--- config.mk ---
export PLATFORM = sky130hd
export DESIGN_NAME = fetch_unit_flat
export DESIGN_NICKNAME = d
export VERILOG_FILES = /design/src/rtl/fetch_unit_if.sv /design/src/rtl/fetch_unit.sv /design/src/flat_wrapper.sv
export SDC_FILE = /design/constraint.sdc
export NUM_CORES = 1
export LEC_CHECK = 0
export CELL_PAD_IN_SITES_DETAIL_PLACEMENT = 1
export CELL_PAD_IN_SITES_GLOBAL_PLACEMENT = 1
export CORE_MARGIN = 2
export CORE_UTILIZATION = 32
export CTS_CLUSTER_DIAMETER = 50
export DETAILED_ROUTE_END_ITERATION = 7
export PLACE_DENSITY_LB_ADDON = 0.1
export SYNTH_ARGS = -nofsm -noshare
export SYNTH_HDL_FRONTEND = slang
export SYNTH_SLANG_ARGS = --single-unit
--- constraint.sdc ---
create_clock -name clk -period 1.9 [get_ports clk]
set_input_delay 0.285 -clock clk [delete_from_list [all_inputs] [get_ports clk]]
set_output_delay 0.285 -clock clk [all_outputs]
set_load 0.01 [all_outputs]
--- src/rtl/fetch_unit_if.sv ---
// Fetch-stage bus bundle: ROM address/data, the valid/ready instruction
// channel towards decode, and the PC redirect channel from execute.
interface fetch_unit_if #(
    parameter int ADDR_W = 8,
    parameter int DATA_W = 12
);
    logic [ADDR_W-1:0] rom_addr;
    logic [DATA_W-1:0] rom_data;
    logic [DATA_W-1:0] instr;
    logic [ADDR_W-1:0] instr_pc;
    logic              instr_valid;
    logic              instr_ready;
    logic              redirect_valid;
    logic [ADDR_W-1:0] redirect_addr;

    // Fetch unit side.
    modport master (
        output rom_addr, instr, instr_pc, instr_valid,
        input  rom_data, instr_ready, redirect_valid, redirect_addr
    );

    // ROM / decode / execute side.
    modport slave (
        input  rom_addr, instr, instr_pc, instr_valid,
        output rom_data, instr_ready, redirect_valid, redirect_addr
    );
endinterface

--- src/rtl/fetch_unit.sv ---
// Instruction fetch stage. Owns the PC, addresses the combinational ROM,
// resolves JMP and HLT locally and hands every other word (with its PC)
// to decode over valid/ready. Execute may redirect the PC at any time
// outside IDLE; a redirect also wakes the unit from HALTED.
module fetch_unit #(
    parameter int                ADDR_W     = 8,
    parameter int                DATA_W     = 12,
    parameter int                OPC_W      = 4,
    parameter logic [ADDR_W-1:0] START_ADDR = '0,
    parameter logic [OPC_W-1:0]  JMP_OP     = 4'h4,
    parameter logic [OPC_W-1:0]  HLT_OP     = 4'hF,
    parameter int                CNT_W      = 16
) (
    input  logic             clk,
    input  logic             rst_n,
    input  logic             start,
    fetch_unit_if.master     bus,
    output logic             halted,
    output logic             busy,
    output logic [CNT_W-1:0] fetch_count
);

    typedef enum logic [1:0] {
        ST_IDLE   = 2'd0,
        ST_RUN    = 2'd1,
        ST_HALTED = 2'd2
    } state_t;

    state_t state_reg, state_next;

    logic [ADDR_W-1:0] pc_reg,       pc_next;
    logic [DATA_W-1:0] instr_reg,    instr_next;
    logic [ADDR_W-1:0] instr_pc_reg, instr_pc_next;
    logic              valid_reg,    valid_next;
    logic [CNT_W-1:0]  cnt_reg,      cnt_next;

    logic [OPC_W-1:0]  opcode;
    logic [ADDR_W-1:0] operand;
    logic              slot_free;
    logic              is_jmp;
    logic              is_hlt;

    assign opcode    = bus.rom_data[DATA_W-1 -: OPC_W];
    assign operand   = bus.rom_data[ADDR_W-1:0];
    assign is_jmp    = (opcode == JMP_OP);
    assign is_hlt    = (opcode == HLT_OP);
    // The output slot can take a new word if it is empty or being drained now.
    assign slot_free = !valid_reg || bus.instr_ready;

    assign bus.rom_addr    = pc_reg;
    assign bus.instr       = instr_reg;
    assign bus.instr_pc    = instr_pc_reg;
    assign bus.instr_valid = valid_reg;
    assign fetch_count     = cnt_reg;

    // State register.
    always_ff @(posedge clk or negedge rst_n) begin
        if (!rst_n) begin
            state_reg <= ST_IDLE;
        end else begin
            state_reg <= state_next;
        end
    end

    // Next-state logic: a redirect always wins over a halt in the same cycle.
    always_comb begin
        state_next = state_reg;
        case (state_reg)
            ST_IDLE: begin
                if (start) begin
                    state_next = ST_RUN;
                end
            end
            ST_RUN: begin
                if (!bus.redirect_valid && slot_free && !is_jmp && is_hlt) begin
                    state_next = ST_HALTED;
                end
            end
            ST_HALTED: begin
                if (bus.redirect_valid) begin
                    state_next = ST_RUN;
                end
            end
            default: state_next = ST_IDLE;
        endcase
    end

    // Status outputs decoded from the state.
    always_comb begin
        halted = 1'b0;
        busy   = 1'b0;
        case (state_reg)
            ST_RUN:    busy   = 1'b1;
            ST_HALTED: halted = 1'b1;
            default: begin
                halted = 1'b0;
                busy   = 1'b0;
            end
        endcase
    end

    // Datapath next values: redirect, then stall, then JMP, then HLT, then emit.
    always_comb begin
        pc_next       = pc_reg;
        instr_next    = instr_reg;
        instr_pc_next = instr_pc_reg;
        valid_next    = valid_reg;
        cnt_next      = cnt_reg;
        case (state_reg)
            ST_IDLE: begin
                if (start) begin
                    pc_next = START_ADDR;
                end
            end
            ST_RUN: begin
                if (bus.redirect_valid) begin
                    pc_next    = bus.redirect_addr;
                    valid_next = 1'b0;
                end else if (!slot_free) begin
                    valid_next = 1'b1;
                end else if (is_jmp) begin
                    pc_next    = operand;
                    valid_next = 1'b0;
                end else if (is_hlt) begin
                    valid_next = 1'b0;
                end else begin
                    instr_next    = bus.rom_data;
                    instr_pc_next = pc_reg;
                    valid_next    = 1'b1;
                    pc_next       = pc_reg + ADDR_W'(1);
                    if (cnt_reg != {CNT_W{1'b1}}) begin
                        cnt_next = cnt_reg + CNT_W'(1);
                    end
                end
            end
            ST_HALTED: begin
                if (bus.redirect_valid) begin
                    pc_next    = bus.redirect_addr;
                    valid_next = 1'b0;
                end
            end
            default: valid_next = 1'b0;
        endcase
    end

    // Datapath registers.
    always_ff @(posedge clk or negedge rst_n) begin
        if (!rst_n) begin
            pc_reg       <= START_ADDR;
            instr_reg    <= '0;
            instr_pc_reg <= '0;
            valid_reg    <= 1'b0;
            cnt_reg      <= '0;
        end else begin
            pc_reg       <= pc_next;
            instr_reg    <= instr_next;
            instr_pc_reg <= instr_pc_next;
            valid_reg    <= valid_next;
            cnt_reg      <= cnt_next;
        end
    end

endmodule

--- src/flat_wrapper.sv ---
// flat-port wrapper written by rule: the top's interface ports become plain ports
module fetch_unit_flat 
#(
    parameter int                ADDR_W     = 8,
    parameter int                DATA_W     = 12,
    parameter int                OPC_W      = 4,
    parameter logic [ADDR_W-1:0] START_ADDR = '0,
    parameter logic [OPC_W-1:0]  JMP_OP     = 4'h4,
    parameter logic [OPC_W-1:0]  HLT_OP     = 4'hF,
    parameter int                CNT_W      = 16
)
  (clk, rst_n, start, halted, busy, fetch_count, bus_rom_addr, bus_instr, bus_instr_pc, bus_instr_valid, bus_rom_data, bus_instr_ready, bus_redirect_valid, bus_redirect_addr);
  fetch_unit_if #(.ADDR_W(ADDR_W), .DATA_W(DATA_W)) bus_i ();
  input  logic clk;
  input  logic rst_n;
  input  logic start;
  output logic halted;
  output logic busy;
  output logic [CNT_W-1:0] fetch_count;
  output wire logic [$bits(bus_i.rom_addr)-1:0] bus_rom_addr;
  output wire logic [$bits(bus_i.instr)-1:0] bus_instr;
  output wire logic [$bits(bus_i.instr_pc)-1:0] bus_instr_pc;
  output wire logic [$bits(bus_i.instr_valid)-1:0] bus_instr_valid;
  input wire logic [$bits(bus_i.rom_data)-1:0] bus_rom_data;
  input wire logic [$bits(bus_i.instr_ready)-1:0] bus_instr_ready;
  input wire logic [$bits(bus_i.redirect_valid)-1:0] bus_redirect_valid;
  input wire logic [$bits(bus_i.redirect_addr)-1:0] bus_redirect_addr;
  assign bus_rom_addr = bus_i.rom_addr;
  assign bus_instr = bus_i.instr;
  assign bus_instr_pc = bus_i.instr_pc;
  assign bus_instr_valid = bus_i.instr_valid;
  assign bus_i.rom_data = bus_rom_data;
  assign bus_i.instr_ready = bus_instr_ready;
  assign bus_i.redirect_valid = bus_redirect_valid;
  assign bus_i.redirect_addr = bus_redirect_addr;
  fetch_unit #(.ADDR_W(ADDR_W), .DATA_W(DATA_W), .OPC_W(OPC_W), .START_ADDR(START_ADDR), .JMP_OP(JMP_OP), .HLT_OP(HLT_OP), .CNT_W(CNT_W)) u_core (.clk(clk), .rst_n(rst_n), .start(start), .bus(bus_i), .halted(halted), .busy(busy), .fetch_count(fetch_count));
endmodule
==> results by group <==
Run status
  – Status: completed

Placement
  – HPWL Detailed: 5344 um
  – IO Port Bufs: 71
  – Gpl congestion: 0.7326

Global routing
  – Largest net degree at the start of global routing: 21
  – Vias in the first global route: 2194
  – GRT Residual Overflow: 0
  – First-pass GRT wire length: 11430 um
  – Initial antenna violation count: 0
  – Total track usage: 0.1756

Layout
  – Synth-to-Final Area Change: 49.71%
  – Antenna cell count: 0
  – Fraction of final layout cells sized beyond drive strength 1: 0.2267
  – # nets final: 353
  – Largest register FFs: 16

Synth
  – Compound-Gate Fraction of Synth Area: 0.1020
  – Post-synth EDFFs: 0
  – Mapped cell area: roughly 2400 sq um
  – Post-Synth Adder-Cell Area: 0.03698
  – Register bit total from synthesis: 47
  – Cells after synthesis: 212
  – Xor/xnor share of the synthesized area: 0.06286
  – Post-Synth Simple-Gate Area: 0.1511
  – FFs w/ async S/R, synth: 1.000
  – Synth Warn #: 0
  – Largest family of logic cells by synthesized area: simple AND/OR/NAND/NOR gates
  – Post-synthesis sequential area ratio: 0.4966
  – Mux share of post-synthesis cell area: 0.1189
  – Syn Area/Cell: ~11 sq um
  – Distinct cells, synth: 38
  – Post-Syn Nets: 244
  – Top FF cell, synth: dfrtp_1

Floorplan
  – Core box area: 7214 sq um
  – Row cnt: 31
  – Die footprint: 8105 sq um
  – I/O pin total: 72
  – Initial Util: 0.3283
  – Die Y: 90.03 um
  – DIE WIDTH: 90.03 um

Critical path
  – Worst EP required: 2080 ps
  – FF-to-FF End: u_core.bus.rom_addr[4]
  – WP buf/inv: 2
  – CP Launch Type: input pin
  – Largest stage delay, worst path: 590 ps
  – CP max FO: 20
  – CP max stage cell: or4b_4
  – R2R cell count: 8
  – Setup crit end kind: flip-flop
  – CP arrival: 2020 ps
  – RR Startpoint: u_core.state_reg[0]
  – Crit-path cells: clkdlybuf4s50_1 -> or4b_4 -> nand4_4 -> buf_12 -> mux2_2
  – Critical Path Source: bus_rom_data[9]
  – R2r setup slk: 110 ps
  – Worst path top cell family by delay: simple AND/OR/NAND/NOR gates
  – Setup crit end: u_core.bus.instr_pc[4]
  – Setup CP Type: input pin to flip-flop
  – WP depth: 5

Timing
  – Setup Viol. Count Final: 0
  – Relative slew slack: 0.7746
  – Tmin final: 1835 ps
  – Clock Skew: 6.333 ps
  – Slew @ Worst Pin: 338.2 ps
  – Final Cycle Share: 0.9659
  – Worst hold slack: 431.2 ps
  – Max-slew violation count: 0
  – Setup tns final: 0 ps
  – Hold Vio Cnt, Final: 0
  – F_max: 544.9 MHz

Job
  – Max-cap viol count: 0

Pwr
  – Leak: 0.001525 uW
  – Peak supply drop: 0.4756 mV
  – Power Total: between 4000 and 5000 uW
  – Power Density: about 1300 nW/um^2

Clocking
  – CTS tree: yes
  – Num CTS Buffers: 5
  – H-tree depth: 2
  – Clock sinks: 47
  – Worst skew pair latency: 290 ps
  – Root buf cell: clkbuf_8
  – Clock transition at path regs: 90 ps
  – CTS max path bufs: 2

Detailed routing
  – Via density: between 4 and 5
  – Initial DRT Pass Iterations: 4
  – Detail Route Antenna Nets: 0
  – Via Count: 2060
  – DRC Markers: 0
  – Iteration-0 DRC Markers: 32
  – DR WL/cell: 16.37 um
  – WL final: 6893 um

Min path
  – Hold Path Class: input pin to async pin
## cells by family (layout without fill, tap and decap cells)
family          count (synthesis)  count (layout)
compound gates                 41              41
xor+xnor                       17              17
fa+ha+maj                       7               7
buf+inv                        11             121
flops                          47              47
mux                            25              25
simple gates                   64              64
## layout make-up
cell class / count / area [sq um]
tap: 99 / 123.9
inverter: 6 / 22.52
fill: 825 / 3669
timing repair buffer: 107 / 1001
clock buffer: 6 / 72.57
multi-input combinational: 154 / 1137
clock inverter: 2 / 12.51
sequential: 47 / 1176
## what timing repair did
action	CTS	global route
hold buffers	1	0
buffers inserted	1	2
gates resized for setup	3	6
cloned	0	0
setup endpoints to repair	3	24
endpoints found under the hold margin	13	0
## cell usage in the layout, fill, tap and decap left out, drive strengths merged, types with 9 or more instances in the layout
master         count
o21ai             17
buf               36
nand4              9
nand3             12
nand2             16
a21oi             14
clkdlybuf4s50     68
xnor2             12
mux2              22
dfrtp             47
## cells in the mapped netlist, types with 2 or more instances
cell / instances / area (sq um)
nand4_1: 8 / 50.05
o21ai_1: 2 / 10.01
dfrtp_1: 47 / 1176
nand3_1: 12 / 60.06
nand2b_1: 5 / 31.28
or3_1: 2 / 12.51
ha_1: 7 / 87.58
nand2_1: 16 / 60.06
a211oi_1: 2 / 15.01
buf_6: 3 / 33.78
and3_1: 3 / 18.77
xnor2_1: 12 / 105.1
mux2_2: 21 / 236.5
o21ai_0: 15 / 75.07
xor2_1: 5 / 43.79
mux2i_1: 3 / 30.03
and4_1: 2 / 17.52
nor3_1: 3 / 15.01
a21oi_1: 13 / 65.06
inv_1: 6 / 22.52
nor2_1: 7 / 26.28
a21o_1: 2 / 15.01
## layer usage
| metal | global-route usage | part of all wire | wire length [um] |
|---|---|---|---|
| met4 | 0.04487 | 0.010 | 70 |
| met3 | 0.03437 | 0.034 | 234 |
| met1 | 0.2156 | 0.43 | 2939 |
| met5 | 0 | 0 | 0 |
| met2 | 0.3152 | 0.53 | 3648 |
## power by group
group / switching (uW) / internal (uW) / leakage, uW
registers: 237 / 1360 / 0.000607
logic: 1110 / 1440 / 0.000877
clock network: 339 / 258 / 0.0000412
total: 1690 / 3050 / 0.00153
## stage by stage
stage          area (sq um)  setup slack [ps]  utilization  cells
4_1_cts                3512             13.01       0.4868    419
3_3_place_gp           3411            -255.1       0.4728    409
2_1_floorplan          2369             5.496            -    212
6_report               3546             64.80       0.4915    421
5_1_grt                3546            -4.094       0.4915    421
3_5_place_dp           3411            -299.4       0.4728    409
## worst min path at each step
stage / slack, ps / end
floorplan: -10 / u_core.bus.instr[0]
global placement: 210 / u_core.bus.instr_pc[2]
detailed placement: 210 / u_core.bus.instr_pc[4]
CTS: 430 / u_core.bus.instr_pc[4]
global route: 450 / u_core.bus.instr_pc[3]
finish: 430 / u_core.bus.instr_pc[0]
Note: power is estimated with default switching activity, not from simulation.
